===== src/rtl/piece_pkg.sv =====
// Shared piece definitions for the 7-bag piece queue.
// Latency: none, types and pure functions only.
// Backpressure: not applicable.
package piece_pkg;

  typedef logic [2:0] piece_t;

  localparam piece_t PIECE_NONE = 3'd0;
  localparam int     NUM_PIECES = 7;

  // Lowest-numbered ID whose used bit is clear; PIECE_NONE if the bag is exhausted.
  function automatic piece_t lowest_free(input logic [NUM_PIECES-1:0] bag);
    piece_t id;
    id = PIECE_NONE;
    for (int i = NUM_PIECES - 1; i >= 0; i--) begin
      if (!bag[i]) id = piece_t'(i + 1);
    end
    return id;
  endfunction

endpackage


===== src/rtl/bag_tracker.sv =====
// Tracks the 7-bag used-mask and the reject counter, and selects the next candidate piece.
// Latency: candidate is combinational from the current sample; bag/counter update on the next edge.
// Backpressure: when room is low nothing is consumed and the reject counter holds.
import piece_pkg::*;

module bag_tracker #(
  parameter int REJECT_LIMIT = 12
) (
  input  logic   clk,
  input  logic   reset,
  input  piece_t rnd,
  input  logic   room,
  output logic   cand_valid,
  output piece_t cand_id
);

  localparam int RW = $clog2(REJECT_LIMIT + 1);
  localparam logic [RW-1:0] LIMIT = RW'(REJECT_LIMIT);

  logic [NUM_PIECES-1:0] bag;
  logic [NUM_PIECES-1:0] bag_set;
  logic [NUM_PIECES:0]   used;
  logic [RW-1:0]         rej;
  logic                  forced;
  logic                  push;

  // Candidate selection: forced lowest-free pick once the reject budget is spent, else the raw sample.
  always_comb begin
    cand_valid = 1'b0;
    cand_id    = PIECE_NONE;
    // Bit 0 stands for ID 0, which is never a legal piece.
    used       = {bag, 1'b1};
    forced     = (rej == LIMIT);
    if (forced) begin
      cand_id    = lowest_free(bag);
      cand_valid = (cand_id != PIECE_NONE);
    end else if (!used[rnd]) begin
      cand_id    = rnd;
      cand_valid = 1'b1;
    end
    push = room && cand_valid;
    for (int i = 0; i < NUM_PIECES; i++) begin
      bag_set[i] = bag[i] | (cand_id == piece_t'(i + 1));
    end
  end

  // Bag and reject counter: a push marks the piece and restarts the counter; a completed bag restarts.
  always_ff @(posedge clk) begin
    if (reset) begin
      bag <= '0;
      rej <= '0;
    end else if (push) begin
      bag <= (bag_set == '1) ? '0 : bag_set;
      rej <= '0;
    end else if (room && rej != LIMIT) begin
      rej <= rej + 1'b1;
    end
  end

endmodule


===== src/rtl/piece_queue.sv =====
// Circular piece queue fed by a 7-bag randomizer, exposing head and preview pieces.
// Latency: accepted sample shows in Count one cycle later; Next/Preview follow registered state only.
// Backpressure: when full and not popping, samples are ignored; pop and push at full is allowed.
import piece_pkg::*;

module piece_queue #(
  parameter int DEPTH        = 4,
  parameter int REJECT_LIMIT = 12
) (
  input  logic       Clk,
  input  logic       Reset,
  input  logic [2:0] Rnd,
  input  logic       Pop,
  output logic [2:0] Next,
  output logic [2:0] Preview,
  output logic [3:0] Count,
  output logic       Ready
);

  localparam int PW = (DEPTH > 1) ? $clog2(DEPTH) : 1;
  localparam logic [PW-1:0] LAST = PW'(DEPTH - 1);
  localparam logic [3:0]    FULL = 4'(DEPTH);

  piece_t        mem [DEPTH];
  logic [PW-1:0] head;
  logic [PW-1:0] tail;
  logic [PW-1:0] head_n1;
  logic [3:0]    count;
  logic [3:0]    count_nxt;
  logic          ready;
  logic          pop_ok;
  logic          room;
  logic          push;
  logic          cand_valid;
  piece_t        cand_id;

  function automatic logic [PW-1:0] ptr_inc(input logic [PW-1:0] p);
    return (p == LAST) ? '0 : p + 1'b1;
  endfunction

  bag_tracker #(
    .REJECT_LIMIT(REJECT_LIMIT)
  ) u_bag (
    .clk       (Clk),
    .reset     (Reset),
    .rnd       (Rnd),
    .room      (room),
    .cand_valid(cand_valid),
    .cand_id   (cand_id)
  );

  // Pop/push qualification and next occupancy.
  always_comb begin
    pop_ok    = Pop && (count != 4'd0);
    room      = (count < FULL) || pop_ok;
    push      = room && cand_valid;
    count_nxt = count;
    case ({push, pop_ok})
      2'b10:   count_nxt = count + 4'd1;
      2'b01:   count_nxt = count - 4'd1;
      default: count_nxt = count;
    endcase
  end

  // Pointers, occupancy and the sticky ready flag.
  always_ff @(posedge Clk) begin
    if (Reset) begin
      head  <= '0;
      tail  <= '0;
      count <= '0;
      ready <= 1'b0;
    end else begin
      if (pop_ok) head <= ptr_inc(head);
      if (push)   tail <= ptr_inc(tail);
      count <= count_nxt;
      ready <= ready | (count_nxt == FULL);
    end
  end

  // Storage write at the tail; contents are qualified by count so they need no reset.
  always_ff @(posedge Clk) begin
    if (!Reset && push) mem[tail] <= cand_id;
  end

  // Head and preview views, derived only from registered state.
  always_comb begin
    head_n1 = ptr_inc(head);
    Next    = (count != 4'd0) ? mem[head]    : PIECE_NONE;
    Preview = (count >= 4'd2) ? mem[head_n1] : PIECE_NONE;
    Count   = count;
    Ready   = ready;
  end

endmodule


===== config.mk =====
export PLATFORM = sky130hd
export DESIGN_NAME = piece_queue
export DESIGN_NICKNAME = d
export VERILOG_FILES = /design/src/rtl/piece_pkg.sv /design/src/rtl/bag_tracker.sv /design/src/rtl/piece_queue.sv
export SDC_FILE = /design/constraint.sdc
export NUM_CORES = 1
export LEC_CHECK = 0
export ABC_AREA = 1
export CELL_PAD_IN_SITES_DETAIL_PLACEMENT = 1
export CELL_PAD_IN_SITES_GLOBAL_PLACEMENT = 1
export CORE_ASPECT_RATIO = 1.25
export CORE_MARGIN = 2
export CORE_UTILIZATION = 42
export DETAILED_ROUTE_END_ITERATION = 10
export GPL_TIMING_DRIVEN = 0
export PLACE_DENSITY = 0.84
export SYNTH_ARGS = -nofsm -noshare
export SYNTH_HDL_FRONTEND = slang
export SYNTH_SLANG_ARGS = --single-unit

===== constraint.sdc =====
create_clock -name Clk -period 3.6 [get_ports Clk]
set_input_delay 0.9 -clock Clk [delete_from_list [all_inputs] [get_ports Clk]]
set_output_delay 0.9 -clock Clk [all_outputs]
set_load 0.01 [all_outputs]

==> impl_metrics.csv <==
group,metric,value,unit
drt,drt-pass1-iter-count,4,
cts,htree_levels,2,
drt,wire_per_inst,14.1,um
global_route,overflow,0,
sta,maxSlewViolCount,0,
cts,cts.clk_slew.worst_paths,70,ps
worst_setup_path,required,3810,ps
sta,setup_ws,178,ps
global_route,grt_pass1_vias,1773,
cells_and_area,regArea,801,sq um
power,power_density,697,mW/mm^2
drt,ant_nets,0,
die,initial_core_util,42.6,%
sta,period_needed,3420,ps
synth,synth_seq_cells,34,
cells_and_area,area_growth,16.7,%
sta,report.final.hold_viol_count,0,
placement,dpl.hpwl,3900,um
synth,ys_top_cells_by_area,"dfxtp_1 (22%), edfxtp_1 (18%), nand2_1 (12%), a21oi_1 (6.5%), ha_1 (6.3%)",
cts,tritoncts,"yes",
placement,place_ws,-274,ps
power,p_leak,1.01,nW
worst_setup_path,cp-end-kind,"flop",
placement,globalplace.congestion,0.765,
sta,finClkSkew,2.82,ps
sta,tightestPinTransition,365,ps
die,ios,17,
cells_and_area,fillers,601,
placement,numPortBuffers,16,
synth,syn_inst,259,
global_route,grt_antenna_before_repair,0,
cells_and_area,drive_gt1_share,11.7,%
die,fp.dieH,80.9,um
synth,synth_top_area_share,22.2,%
drt,viasPerCell,5.06,
sta,hold_slack,465,ps
sta,max_freq,0.292,GHz
die,die_w,65.5,um
cells_and_area,nNetsFinal,299,
synth,avgSynthCellArea,7.67,sq um
die,rows,28,
die,coreArea,0.00466,sq mm
synth,ys_seq_area_share,40.3,%
global_route,grt_pass1_wl,7860,um
drt,dr_total_vias,1737,
placement,dp_cells,335,
drt,drt-total-wl,4830,um
sta,setup_violations,0,
cts,ctsRootBufferMaster,"clkbuf_8",
global_route,grt_max_degree,11,
worst_setup_path,path_max_fanout,5,
cts,clock_latency,280,ps
cts,cts_max_path_buffers,2,
global_route,grtUsageTotal,19.9,%
drt,drt_iter0_drc,30,
run_status,outcome,"complete, no violations",
cts,cts_buffers,5,
synth,synth.distinct_cells,32,
cells_and_area,multiInputGateArea,0.00103,sq mm
power,peakVddDrop,0.000215,V
synth,syn_area,0.00199,sq mm
cells_and_area,n_antenna_cell,0,
synth,yosys_warnings,0,
worst_hold_path,min_path_type,"reg2reg",
worst_setup_path,critical_path_class,"in2reg",
cts,numClockSinks,34,
sta,rsz0062_at_grt,"false",
cts,post_cts_buffers,0,
worst_setup_path,start_kind,"primary input",
job,maxCapViolations,0,
drt,drc,0,
cells_and_area,layout.cells.non_filler,343,
synth,yosys.area.top_type,"dfxtp_1",
synth,syn-num-nets,276,
worst_setup_path,cp.arrival,3630,ps
power,power,1.62,mW
sta,slew_headroom,75.5,%
die,die-area,0.00530,sq mm
sta,timing.final.crit_share,95.1,%
## what timing repair did
action                                  CTS  global route
endpoints found under the setup margin    0             2
hold buffers                              0             0
resized for setup                         0             3
## path summary, 6_finish.rpt
path	startpoint	end	slack (ps)	cells past startpoint
setup reg to reg	u_bag.rej[0]	Ready	600	17
setup / recovery	Rnd[1]	Ready	180	18
hold / removal	Ready	Ready	460	2
hold reg to reg	Ready	Ready	460	2
## worst max-delay path, stage by stage
cell and delay (ps):
clkdlybuf4s50_1 560, inv_1 90, nand3_2 100, nand2_1 80, nand2_1 60, nand2_1 90
o21ai_2 190, nor2_4 70, inv_2 90, ha_2 230, ha_1 280, a21oi_1 150
nand2_1 80, a21oi_1 120, o21ai_1 100, xor2_1 230, nand2_1 80, a21oi_1 130
## through the flow
| stage | TNS [ps] | instance area (sq um) | utilization, % |
|---|---|---|---|
| finish | 0 | 2320 | 49.8 |
| global route | 0 | 2320 | 49.8 |
| CTS | 0 | 2310 | 49.7 |
| detailed placement | -471 | 2220 | 47.7 |
| global placement | -157 | 2220 | 47.7 |
| floorplan | 0 | 1990 | - |
## layout make-up
cell class                 count  area share [%]
clock buffer                   7            3.72
timing repair buffer          16            7.02
buffer                         2           0.648
sequential                    34            34.5
inverter                      37            6.04
tap                           60            3.24
multi-input combinational    186            44.6
clock inverter                 1           0.216
## synthesized netlist by cell type (all sizes together)
cell type / count
nor2: 22
xnor2: 1
o211ai: 4
clkbuf: 1
edfxtp: 12
a21oi: 26
inv: 36
and3: 1
ha: 10
clkinv: 1
o21bai: 1
nand3: 21
xor2: 4
mux2i: 2
nand3b: 1
dfxtp: 22
o22ai: 1
nand2: 72
buf: 1
a211oi: 1
o21ai: 13
nand4: 3
fa: 1
nor3: 2
## logic make-up (layout without fill, tap and decap cells)
logic type	count (synthesis)	count (layout)	synth area share, %
XOR/XNOR	5	5	2.20
AND/OR/NAND/NOR	122	122	28.6
multiplexers	2	2	1.01
buffers and inverters	39	63	7.81
flip-flops	34	34	40.3
adder cells (fa/ha/maj)	11	11	7.30
AO/OA/AOI/OAI	46	46	12.8
## power breakdown
| group | internal [mW] | switching [mW] | total [mW] | leakage, nW |
|---|---|---|---|---|
| logic | 0.318 | 0.451 | 0.769 | 0.673 |
| registers | 0.481 | 0.0825 | 0.563 | 0.290 |
| clock network | 0.154 | 0.130 | 0.284 | 0.0482 |
| total | 0.953 | 0.663 | 1.62 | 1.01 |
## layout by cell type (no fill, tap or decap), types with 4 or more instances in the layout
cell type        count
nor2_1              19
a21oi_1             26
nand2_2              5
nand2_1             66
clkdlybuf4s50_1     15
nand3_2              5
ha_1                 9
xor2_1               4
nand3_1             16
inv_2                4
clkbuf_8             6
dfxtp_1             22
edfxtp_1            12
o21ai_0             10
inv_1               32
o211ai_1             4
## layer usage
| metal | vias up | global-route usage, % | share of wire, % |
|---|---|---|---|
| met3 | 5 | 3.74 | 1.9 |
| met1 | 824 | 19.5 | 40 |
| li1 | 893 | - | - |
| met5 | - | 0 | 0 |
| met4 | 0 | 6.25 | 1.3 |
| met2 | 15 | 40.8 | 57 |
## flip-flops by register name, indices dropped and copies added (netlist names), named ones only
register and cells:
tail 2, head 2, mem 12, Count 4, u_bag.bag 7, u_bag.rej 4, Ready 1
Power figures use the tool's default switching activity.
